==> config.mk <==
export PLATFORM = sky130hd
export DESIGN_NAME = button_conditioner
export DESIGN_NICKNAME = d
export VERILOG_FILES = /design/src/rtl/button_conditioner.sv
export SDC_FILE = /design/constraint.sdc
export NUM_CORES = 1
export LEC_CHECK = 0
export BUFFER_PORTS_ARGS = -buffer_cell sky130_fd_sc_hd__buf_2
export CAP_MARGIN = 20
export CORE_ASPECT_RATIO = 0.6
export CORE_MARGIN = 5
export CORE_UTILIZATION = 46
export CTS_BUF_LIST = sky130_fd_sc_hd__clkbuf_8
export CTS_CLUSTER_DIAMETER = 120
export DETAILED_ROUTE_END_ITERATION = 8
export SLEW_MARGIN = 20
export SYNTH_ARGS = -nofsm -noshare
export SYNTH_HDL_FRONTEND = slang
export SYNTH_SLANG_ARGS = --single-unit
export TNS_END_PERCENT = 30
==> constraint.sdc <==
create_clock -name clk -period 2.64 [get_ports clk]
set_input_delay 0.132 -clock clk [delete_from_list [all_inputs] [get_ports clk]]
set_output_delay 0.132 -clock clk [all_outputs]
set_load 0.05 [all_outputs]
==> src/rtl/button_conditioner.sv <==
// ---------------------------------------------------------------------------
// button_conditioner
//
// Conditions the board push-buttons for the scene logic. Each channel has a
// 2-flop synchronizer, a counter-based debouncer and registered one-cycle
// press/release pulses. All logic runs on the pixel clock.
//
// Optional feature (compile-time macro BTN_AUTOREPEAT_EN):
//   When defined, a held button produces auto-repeat press pulses, the first
//   REPEAT_DELAY cycles after the accepted press and then every
//   REPEAT_PERIOD cycles until the release is accepted. When undefined, no
//   repeat logic exists and the REPEAT_* parameters have no effect.
//
// Parameters:
//   N_BTN           number of independent button channels
//   DEBOUNCE_CYCLES consecutive stable cycles needed to accept a level (>= 2)
//   REPEAT_DELAY    cycles from accepted press to first auto-repeat pulse
//   REPEAT_PERIOD   cycles between subsequent auto-repeat pulses
//
// Ports:
//   clk         in   1      pixel clock, all logic on posedge
//   rst         in   1      synchronous active-high reset
//   btn_in      in   N_BTN  raw asynchronous button pins
//   btn_level   out  N_BTN  debounced level
//   btn_press   out  N_BTN  one-cycle pulse on accepted 0->1 (and repeats)
//   btn_release out  N_BTN  one-cycle pulse on accepted 1->0
//   any_press   out  1      OR of btn_press, aligned with btn_press
// ---------------------------------------------------------------------------
module button_conditioner #(
    parameter int N_BTN           = 5,
    parameter int DEBOUNCE_CYCLES = 250000,
    parameter int REPEAT_DELAY    = 12500000,
    parameter int REPEAT_PERIOD   = 2500000
) (
    input  logic             clk,
    input  logic             rst,
    input  logic [N_BTN-1:0] btn_in,
    output logic [N_BTN-1:0] btn_level,
    output logic [N_BTN-1:0] btn_press,
    output logic [N_BTN-1:0] btn_release,
    output logic             any_press
);

    localparam int CNT_W = $clog2(DEBOUNCE_CYCLES);
    localparam logic [CNT_W-1:0] CNT_LAST = CNT_W'(DEBOUNCE_CYCLES - 1);

    // Elaboration-time sanity checks on the configuration.
    if (DEBOUNCE_CYCLES < 2) begin : g_bad_debounce
        $error("button_conditioner: DEBOUNCE_CYCLES must be >= 2");
    end
    if (REPEAT_DELAY < 1 || REPEAT_PERIOD < 1) begin : g_bad_repeat
        $error("button_conditioner: REPEAT_DELAY and REPEAT_PERIOD must be >= 1");
    end

    logic [N_BTN-1:0] r_sync1;
    logic [N_BTN-1:0] r_sync2;
    logic [N_BTN-1:0] r_level;
    logic [N_BTN-1:0] r_press;
    logic [N_BTN-1:0] r_release;
    logic             r_any;
    logic [CNT_W-1:0] r_cnt [N_BTN];

    logic [N_BTN-1:0] w_accept;
    logic [N_BTN-1:0] w_press_next;
    logic [N_BTN-1:0] w_release_next;
    logic [N_BTN-1:0] w_rpt_pulse;

    // A level is accepted when the synchronized input has disagreed with the
    // current level for DEBOUNCE_CYCLES consecutive edges.
    always_comb begin
        w_accept       = '0;
        w_press_next   = '0;
        w_release_next = '0;
        for (int i = 0; i < N_BTN; i++) begin
            w_accept[i]       = (r_sync2[i] != r_level[i]) && (r_cnt[i] == CNT_LAST);
            w_press_next[i]   = (w_accept[i] && r_sync2[i]) || w_rpt_pulse[i];
            w_release_next[i] = w_accept[i] && !r_sync2[i];
        end
    end

    always_ff @(posedge clk) begin
        if (rst) begin
            r_sync1   <= '0;
            r_sync2   <= '0;
            r_level   <= '0;
            r_press   <= '0;
            r_release <= '0;
            r_any     <= 1'b0;
            for (int i = 0; i < N_BTN; i++) begin
                r_cnt[i] <= '0;
            end
        end else begin
            r_sync1   <= btn_in;
            r_sync2   <= r_sync1;
            r_level   <= r_level ^ w_accept;
            r_press   <= w_press_next;
            r_release <= w_release_next;
            r_any     <= |w_press_next;
            for (int i = 0; i < N_BTN; i++) begin
                if (r_sync2[i] == r_level[i] || w_accept[i]) begin
                    r_cnt[i] <= '0;
                end else begin
                    r_cnt[i] <= r_cnt[i] + 1'b1;
                end
            end
        end
    end

`ifdef BTN_AUTOREPEAT_EN
    localparam int RPT_MAX = (REPEAT_DELAY > REPEAT_PERIOD) ? REPEAT_DELAY : REPEAT_PERIOD;
    localparam int RCNT_W  = (RPT_MAX > 2) ? $clog2(RPT_MAX) : 1;
    localparam logic [RCNT_W-1:0] RD_LAST = RCNT_W'(REPEAT_DELAY - 1);
    localparam logic [RCNT_W-1:0] RP_LAST = RCNT_W'(REPEAT_PERIOD - 1);

    typedef enum logic [1:0] {
        RPT_IDLE,
        RPT_WAIT_DELAY,
        RPT_REPEATING
    } rpt_state_t;

    rpt_state_t        r_rstate      [N_BTN];
    rpt_state_t        w_rstate_next [N_BTN];
    logic [RCNT_W-1:0] r_rcnt        [N_BTN];
    logic [RCNT_W-1:0] w_rcnt_next   [N_BTN];

    always_ff @(posedge clk) begin
        if (rst) begin
            for (int i = 0; i < N_BTN; i++) begin
                r_rstate[i] <= RPT_IDLE;
                r_rcnt[i]   <= '0;
            end
        end else begin
            for (int i = 0; i < N_BTN; i++) begin
                r_rstate[i] <= w_rstate_next[i];
                r_rcnt[i]   <= w_rcnt_next[i];
            end
        end
    end

    // Outside IDLE the level is 1, so any accept there is a release; it wins
    // over a repeat pulse falling on the same edge.
    always_comb begin
        w_rpt_pulse = '0;
        for (int i = 0; i < N_BTN; i++) begin
            w_rstate_next[i] = r_rstate[i];
            w_rcnt_next[i]   = r_rcnt[i];
            case (r_rstate[i])
                RPT_IDLE: begin
                    if (w_accept[i] && r_sync2[i]) begin
                        w_rstate_next[i] = RPT_WAIT_DELAY;
                        w_rcnt_next[i]   = '0;
                    end
                end
                RPT_WAIT_DELAY: begin
                    if (w_accept[i]) begin
                        w_rstate_next[i] = RPT_IDLE;
                        w_rcnt_next[i]   = '0;
                    end else if (r_rcnt[i] == RD_LAST) begin
                        w_rpt_pulse[i]   = 1'b1;
                        w_rstate_next[i] = RPT_REPEATING;
                        w_rcnt_next[i]   = '0;
                    end else begin
                        w_rcnt_next[i]   = r_rcnt[i] + 1'b1;
                    end
                end
                RPT_REPEATING: begin
                    if (w_accept[i]) begin
                        w_rstate_next[i] = RPT_IDLE;
                        w_rcnt_next[i]   = '0;
                    end else if (r_rcnt[i] == RP_LAST) begin
                        w_rpt_pulse[i]   = 1'b1;
                        w_rcnt_next[i]   = '0;
                    end else begin
                        w_rcnt_next[i]   = r_rcnt[i] + 1'b1;
                    end
                end
                default: begin
                    w_rstate_next[i] = RPT_IDLE;
                    w_rcnt_next[i]   = '0;
                end
            endcase
        end
    end
`else
    assign w_rpt_pulse = '0;
`endif

    assign btn_level   = r_level;
    assign btn_press   = r_press;
    assign btn_release = r_release;
    assign any_press   = r_any;

endmodule

==> impl_metrics.yaml, run 1 <==
floorplan:
  die_x_microns: 152
  io_pins: 23
  coreArea_sq_mm: 0.0120
  die_area_sq_mm: 0.0145
  std_cell_rows: 31
  start_util_pct: 46.6
  die_h_microns: 95.4
cts:
  clk_pin_slew_ns: 0.08
  ctsHoldBuffers: 5
  numCtsBuffers: 17
  htreeDepth: 4
  cts_root_buf: "clkbuf_8"
  clkLatencyLatePin_ns: 0.42
  cts_setup_buffers: 0
  cts.sinks: 116
  cts_resized: 0
  cts_tree: "done"
  clock_path_buffers: 2
final_layout:
  nets: 648
  layout.cells.non_filler: 814
  area_growth_syn_to_layout_pct: 19.3
  drive_gt1_share_pct: 11.2
  fill_cells: 1076
  antenna_cells: 0
synthesis:
  synth_area_sq_mm: 0.00559
  post-synth-top-area-fraction_pct: 48.4
  synth-warning-count: 0
  postSynthAreaPerCell_sq_um: 11.0
  yosysMostFrequentCell: "nor2_1"
  ys_seq_elements: 116
  ys.flop_type: "edfxtp_1"
  synth_cell_type_count: 39
  netlist_instances: 508
  synth_async_sr_flop_share_pct: 0
  yosysTopAreaCell: "edfxtp_1"
  synthTopCellsByArea: "edfxtp_1 (48%), dfxtp_1 (9.3%), xor2_1 (7.8%)"
  synthTopCellsByCount: "nor2_1 (104), edfxtp_1 (90), xor2_1 (50)"
  seq_area_frac_synth_pct: 57.7
  synth_edf_count: 90
sta:
  hold_slack_ns: 0.192
  layout_min_cycle_time_ns: 2.26
  tns_ns: 0
  finalHoldViolCount: 0
  skew_ns: 0.0147
  rsz0062_at_grt: "no"
  drv_slew: 0
  setup_viol: 0
  slew_headroom_pct: 47.4
  finalCritPeriodShare_pct: 85.7
  fmax_ghz: 0.442
  tightest_slew_ns: 0.783
flow_run:
  maxCapViolations: 0
global_routing:
  grt_pass1_wl_mm: 16.6
  antenna_found_initial: 0
  gr-total-overflow: 0
  grt_pass1_vias: 3570
  track_usage_pct: 14.4
  grt_max_degree: 31
route:
  wl_per_cell_microns: 12.0
  drt_iter0_markers: 254
  ant_nets: 0
  dr.pass1.iters: 5
  vias: 3815
  wl_mm: 9.78
  vias_per_cell: 4.69
  drc_errors: 0
hold_path:
  hold_path_class: "input port to register"
pwr:
  p_int_mw: 3.11
  combPwrFrac_pct: 3.5
  power_density_mw_per_mm2: 593
  leakage_nw: 2.51
  seqPwrFrac_pct: 53.2
  pwr-share-clk_pct: 43.4
  vdd_drop_max_uv: 316
  switching_share_pct: 21.2
  p_sw_mw: 0.836
critical_path:
  worst-setup-path-type: "register to register"
  path_cells: "nor4_1 -> nand3b_1 -> or4_1 -> nand2_4 -> nor2_1"
  cp_data_arrival_time_ns: 2.42
  worst-path-buf-inv: 0
  cp_slowest_cell: "or4_1"
  end_kind: "register"
  critPathMaxFanout: 17
  worst-endpoint-required_ns: 2.80
  critPathLaunchType: "register"
  crit_family: "simple AND/OR/NAND/NOR gates"
  slowest_delay_ns: 0.68
place:
  hpwl_mm: 7.12
  numPortBuffers: 22
  finalWeightedCongestion: 0.829
  dp.cells: 777
status:
  status: "finished, final reports clean"
flip-flops by register name (all words and copies together), names as in the netlist, named ones only:
name and count:
btn_press 5, r_sync2 5, any_press 1, r_cnt 90, r_sync1 5, btn_release 5
power by group through the flow:
stage,clock network [mW],registers [mW],logic [mW]
after CTS,1.77,2.10,0.134
after global placement,0,2.14,0.127
after floorplan,0,2.12,0.110
final,1.71,2.10,0.137
after global routing,1.86,2.11,0.159
after detailed placement,0,2.14,0.128
cell type report:
| type | instances | area, sq um | share of cell area (%) |
|---|---|---|---|
| flip-flops and latches | 116 | 3220 | 48.3 |
| multi-input cells | 462 | 2590 | 38.9 |
| clock buffers | 21 | 289 | 4.34 |
| well taps | 165 | 206 | 3.10 |
| repair buffers | 31 | 190 | 2.85 |
| clock inverters | 11 | 134 | 2.01 |
| inverters | 8 | 30.0 | 0.450 |
routing by layer:
metal	vias to the layer above	global-route usage, %	routed length (microns)
li1	1950	-	-
met1	1802	20.0	5120
met3	14	4.26	342
met2	49	21.5	4170
met5	-	0	0
met4	0	5.91	146
layout by cell type, fill, tap and decap left out, types with 6 or more instances in the layout:
cell and count:
buf_2 22, nand2_1 26, edfxtp_1 90, dfxtp_1 26, nor2_1 104, xnor2_1 30, nor3_1 10, xor2_1 50
nand2b_1 8, and4_1 6, nor2_2 10, nand4_1 21, and3_1 16, clkbuf_8 21, conb_1 90, inv_1 10
nand3_1 34, nor2b_1 10
logic make-up after synthesis:
| group | share of synthesized area, % |
|---|---|
| AOI/OAI and AO/OA | 0.537 |
| DFF | 57.7 |
| xor gates and xnor gates | 12.5 |
| muxes | 0.895 |
| adders and majority gates | 1.12 |
| other | 0.0671 |
| and+or+nand+nor | 25.3 |
| buffers and inverters | 1.90 |
metrics by stage:
| step | setup WS (ns) | util [%] | power [mW] | instance area (sq um) |
|---|---|---|---|---|
| floorplan | 0.636 | - | 2.23 | 5920 |
| global placement | 0.488 | 51.7 | 2.26 | 6190 |
| detailed placement | 0.366 | 51.7 | 2.27 | 6190 |
| CTS | 0.342 | 55.6 | 4.01 | 6670 |
| global route | 0.240 | 55.6 | 4.13 | 6670 |
| finish | 0.377 | 55.6 | 3.95 | 6670 |
worst paths after layout:
kind                  endpoint  slack, ns        start  depth (start not counted)
setup / recovery  r_cnt[3][17]       0.38  r_cnt[3][8]                          5
hold / removal        register       0.19          rst                          2
setup reg to reg  r_cnt[3][17]       0.38  r_cnt[3][8]                          5
hold reg to reg     r_sync2[0]       0.43   r_sync1[0]                          1
No activity file was read; power rests on OpenSTA's default activity.
==> inputs of run 2 (changes only) <==
--- a/config.mk
+++ b/config.mk
@@ -13,8 +13,9 @@
 export CTS_BUF_LIST = sky130_fd_sc_hd__clkbuf_8
 export CTS_CLUSTER_DIAMETER = 120
 export DETAILED_ROUTE_END_ITERATION = 8
+export RECOVER_POWER = 50
 export SLEW_MARGIN = 20
 export SYNTH_ARGS = -nofsm -noshare
 export SYNTH_HDL_FRONTEND = slang
 export SYNTH_SLANG_ARGS = --single-unit
-export TNS_END_PERCENT = 30
+export TNS_END_PERCENT = 50
==> run 2 against run 1 <==
Effect of this change:
- global-route usage stayed put
- sequential cell count unchanged
- maximum frequency increased by 1.5%
- clock skew hardly changed
- setup slack better by 0.033 ns
- combinational power is essentially flat
- wire length is essentially flat
- hold slack lost 0.0084 ns
- critical path depth unchanged
- clock power hardly changed
- critical path type unchanged
- highest routed layer unchanged
==> impl_metrics.yaml, run 2 (same netlist as run 1, synthesis figures left out) <==
floorplan:
  io_pins: 23
  start_util_pct: 46.6
  die_h_microns: 95.4
  coreArea_sq_mm: 0.0120
  std_cell_rows: 31
  die_area_sq_mm: 0.0145
  die_x_microns: 152
route:
  wl_mm: 9.78
  ant_nets: 0
  vias: 3815
  drt_iter0_markers: 225
  wl_per_cell_microns: 12.0
  dr.pass1.iters: 5
  drc_errors: 0
  vias_per_cell: 4.69
global_routing:
  grt_pass1_vias: 3570
  gr-usage-met2_pct: 21.5
  grt_pass1_wl_mm: 16.6
  top_usage_layer: "met2"
  gr-usage-met1_pct: 20.0
  use_met3_pct: 4.26
  antenna_found_initial: 0
  grt_max_degree: 31
  track_usage_pct: 14.4
  gr-total-overflow: 0
pwr:
  combPwrFrac_pct: 3.4
  vdd_drop_max_uv: 317
  switching_share_pct: 21.2
  power_density_mw_per_mm2: 596
  seqPwrFrac_pct: 53.2
  p_sw_mw: 0.837
  leakage_nw: 2.43
  p_int_mw: 3.11
  pwr-share-clk_pct: 43.4
cts:
  numCtsBuffers: 17
  clk_pin_slew_ns: 0.08
  cts_tree: "done"
  cts_root_buf: "clkbuf_8"
  htreeDepth: 4
  cts.sinks: 116
  cts_setup_buffers: 0
  clkLatencyLatePin_ns: 0.42
  clock_path_buffers: 2
place:
  numPortBuffers: 22
  hpwl_mm: 7.12
  dpl_cell_area_sq_mm: 0.00619
  dp.cells: 777
  finalWeightedCongestion: 0.829
sta:
  layout_min_cycle_time_ns: 2.23
  drv_slew: 0
  fmax_ghz: 0.448
  finalHoldViolCount: 0
  rsz0062_at_grt: "no"
  tightest_slew_ns: 0.792
  skew_ns: 0.0150
  slew_headroom_pct: 46.8
  finalCritPeriodShare_pct: 84.5
  tns_ns: 0
  setup_viol: 0
hold_path:
  hold_path_class: "input port to register"
critical_path:
  slowest_delay_ns: 0.66
  worst-setup-path-type: "register to register"
  worst-endpoint-required_ns: 2.80
  critPathLaunchType: "register"
  critPathMaxFanout: 17
  end_kind: "register"
  cp_data_arrival_time_ns: 2.39
  cp_slowest_cell: "or4_1"
  path_cells: "nor4_1 -> nand3b_1 -> or4_1 -> nand2_4 -> nor2_1"
flow_run:
  maxCapViolations: 0
final_layout:
  layout.cells.non_filler: 814
  area_growth_syn_to_layout_pct: 18.6
  nets: 648
  fin_area_sq_mm: 0.00663
  layout_common_cells: "nor2_1 (104), edfxtp_1 (90), conb_1 (90)"
  antenna_cells: 0
  layout_commonest_cell: "nor2_1"
  largest_reg_flops: 90
  top_register: "r_cnt"
  drive_gt1_share_pct: 8.63
status:
  status: "finished, final reports clean"
run 2: changes by cell type in the layout (fill, tap and decap cells not counted), sizes merged:
| cell | delta |
|---|---|
| buf | -18 |
| clkbuf | +18 |
run 2: path summary, 6_finish.rpt:
check | endpoint | from | cells past startpoint | slack [ns]
min | register | rst | 2 | 0.18
min reg2reg | r_sync2[0] | r_sync1[0] | 1 | 0.43
max reg2reg | r_cnt[3][17] | r_cnt[3][8] | 5 | 0.41
max | r_cnt[3][17] | r_cnt[3][8] | 5 | 0.41
run 2: power by group through the flow:
stage                     sequential (mW)  combinational [mW]  clock, mW
after floorplan                      2.12               0.110          0
after global placement               2.14               0.127          0
after detailed placement             2.14               0.128          0
after CTS                            2.10               0.134       1.77
after global routing                 2.11               0.158       1.86
final                                2.10               0.136       1.72
run 2: critical path, delay by kind of cell, from the launching register on:
kind | cells | cell delay, ns
AND/OR/NAND/NOR | 5 | 1.49
flip-flops | 1 | 0.48
run 2: per-layer routing:
metal / up-vias / wire, microns
li1: 1950 / -
met1: 1792 / 5140
met2: 58 / 4110
met3: 15 / 371
met4: 0 / 149
met5: - / 0
run 2: per-stage QoR:
stage | util (%) | setup WS (ns) | power, mW | hold WS (ns)
4_1_cts | 55.6 | 0.342 | 4.01 | 0.179
3_5_place_dp | 51.7 | 0.366 | 2.27 | 0.347
5_1_grt | 55.3 | 0.277 | 4.13 | 0.193
2_1_floorplan | - | 0.636 | 2.23 | 0.222
6_report | 55.3 | 0.410 | 3.95 | 0.184
3_3_place_gp | 51.7 | 0.488 | 2.26 | 0.348
run 2: repair_timing:
action / in CTS / in global routing
hold buffers: 5 / 0
resized for setup: 0 / 0
endpoints found under the hold margin: 5 / 0
setup endpoints to repair: 0 / 0
run 2: area by class of cell:
class	instances	area, sq um
well taps	165	206
flip-flops and latches	116	3220
inverters	8	30.0
clock buffers	21	289
repair buffers	31	165
clock inverters	11	134
multi-input cells	462	2580
fillers	1082	5360
==> inputs of run 3 (changes only) <==
==> constraint.sdc (replaced) <==
create_clock -name clk -period 1.8 [get_ports clk]
set_input_delay 0.09 -clock clk [delete_from_list [all_inputs] [get_ports clk]]
set_output_delay 0.09 -clock clk [all_outputs]
set_load 0.05 [all_outputs]
==> run 3 against run 2 <==
Effect of this change:
- the run now ends with setup timing left
- wire length up 16%
- sequential share of layout area is 6.4 points lower
- non-clock buffer count increased by 78
- die area unchanged
- count of clock-buffer cells in the layout is 3 lower
- critical path depth increased by 1
- highest routed layer unchanged
==> impl_metrics.yaml, run 3 (same netlist as run 1, synthesis figures left out) <==
status:
  status: "finished with violations"
  violations: "setup timing"
floorplan:
  io_pins: 23
  die_h_microns: 95.4
  std_cell_rows: 31
  start_util_pct: 46.6
  die_x_microns: 152
  die_area_sq_mm: 0.0145
  coreArea_sq_mm: 0.0120
pwr:
  power_density_mw_per_mm2: 790
  leakage_nw: 2.90
  vdd_drop_max_uv: 490
  finalPower_mw: 6.03
route:
  vias_per_cell: 4.64
  dr.pass1.iters: 5
  wl_per_cell_microns: 12.7
  vias: 4149
  wl_mm: 11.3
  ant_nets: 0
  drt_iter0_markers: 168
  drc_errors: 0
critical_path:
  critical_path_cell_count: 6
  path_cells: "nor4_2 -> nand3b_1 -> or4_4 -> buf_8 -> nand2_8 -> nor2_1"
  cp_slowest_cell: "or4_4"
  slowest_delay_ns: 0.54
  end_kind: "register"
  critPathMaxFanout: 9
  worst-path-buf-inv: 1
  worst-setup-path-type: "register to register"
  cp_data_arrival_time_ns: 2.16
  ff2ff_path_depth: 6
  critPathLaunchType: "register"
  crit_family: "simple AND/OR/NAND/NOR gates"
  worst-endpoint-required_ns: 1.97
cts:
  numCtsBuffers: 17
  cts.sinks: 116
  clk_pin_slew_ns: 0.08
  htreeDepth: 4
  cts_root_buf: "clkbuf_8"
  cts_tree: "done"
  clock_path_buffers: 2
  clkLatencyLatePin_ns: 0.43
final_layout:
  area_growth_syn_to_layout_pct: 36.6
  drive_gt1_share_pct: 25.0
  nets: 728
  antenna_cells: 0
  layout_common_cells: "edfxtp_1 (90), conb_1 (90), nor2_1 (79)"
  top_register: "r_cnt"
  layout.cells.non_filler: 894
  largest_reg_flops: 90
global_routing:
  grt_pass1_wl_mm: 18.4
  gr-total-overflow: 0
  track_usage_pct: 15.9
  antenna_found_initial: 0
  grt_max_degree: 21
  grt_pass1_vias: 3969
sta:
  slew_headroom_pct: 35.6
  setup_ws_ns: -0.189
  fmax_ghz: 0.503
  drv_slew: 0
  setup_viol: 42
  rsz0062_at_grt: "yes"
  skew_ns: 0.0124
  hold_slack_ns: 0.0705
  layout_min_cycle_time_ns: 1.99
  finalHoldViolCount: 0
  finalCritPeriodShare_pct: 111
  tightest_slew_ns: 0.966
hold_path:
  holdPathStages: 2
  hold_path_class: "input port to register"
place:
  numPortBuffers: 22
  finalWeightedCongestion: 0.831
  dp.cells: 849
  hpwl_mm: 7.85
flow_run:
  maxCapViolations: 0
run 3: through the flow:
stage / setup WS (ns) / cell area (sq um) / utilization (%) / TNS (ns)
floorplan: -0.186 / 5960 / - / -3.10
global placement: -0.229 / 6780 / 56.6 / -7.94
detailed placement: -0.263 / 6780 / 56.6 / -10.42
CTS: -0.195 / 7480 / 62.4 / -4.88
global route: -0.264 / 7640 / 63.7 / -9.62
finish: -0.189 / 7640 / 63.7 / -4.13
run 3: what timing repair did:
action                                  4_1_cts  5_1_grt
endpoints found under the hold margin         5        0
gates cloned                                  4        0
setup buffers                                 3        2
endpoints found under the setup margin       92       92
hold buffers                                  5        0
gates resized for setup                      31       50
pin swaps                                    18       25
run 3: cell type report:
cell class | instances | area, sq um
clock buffer | 18 | 248
timing repair buffer | 109 | 846
clock inverter | 14 | 181
sequential | 116 | 3220
fill | 986 | 4350
tap | 165 | 206
inverter | 8 | 30.0
multi-input combinational | 464 | 2900
run 3: worst paths after layout:
check / from / to / slack, ns
hold reg to reg: r_sync1[3] / r_sync2[3] / 0.44
hold / removal: rst / r_sync2[4] / 0.07
setup reg to reg: r_cnt[3][11] / r_cnt[3][17] / -0.19
setup / recovery: r_cnt[3][11] / r_cnt[3][17] / -0.19
run 3: power by group:
group	switching, mW	internal, mW	leakage, nW	total (mW)
registers	0.0748	2.98	1.14	3.05
clock network	1.09	1.54	0.217	2.63
logic	0.188	0.164	1.54	0.351
run 3: metal layers:
layer / routed length [microns] / track usage [%] / vias up
met5: 0 / 0 / -
met2: 5040 / 24.9 / 50
li1: - / - / 2120
met4: 124 / 4.94 / 0
met3: 385 / 4.54 / 14
met1: 5770 / 21.8 / 1965
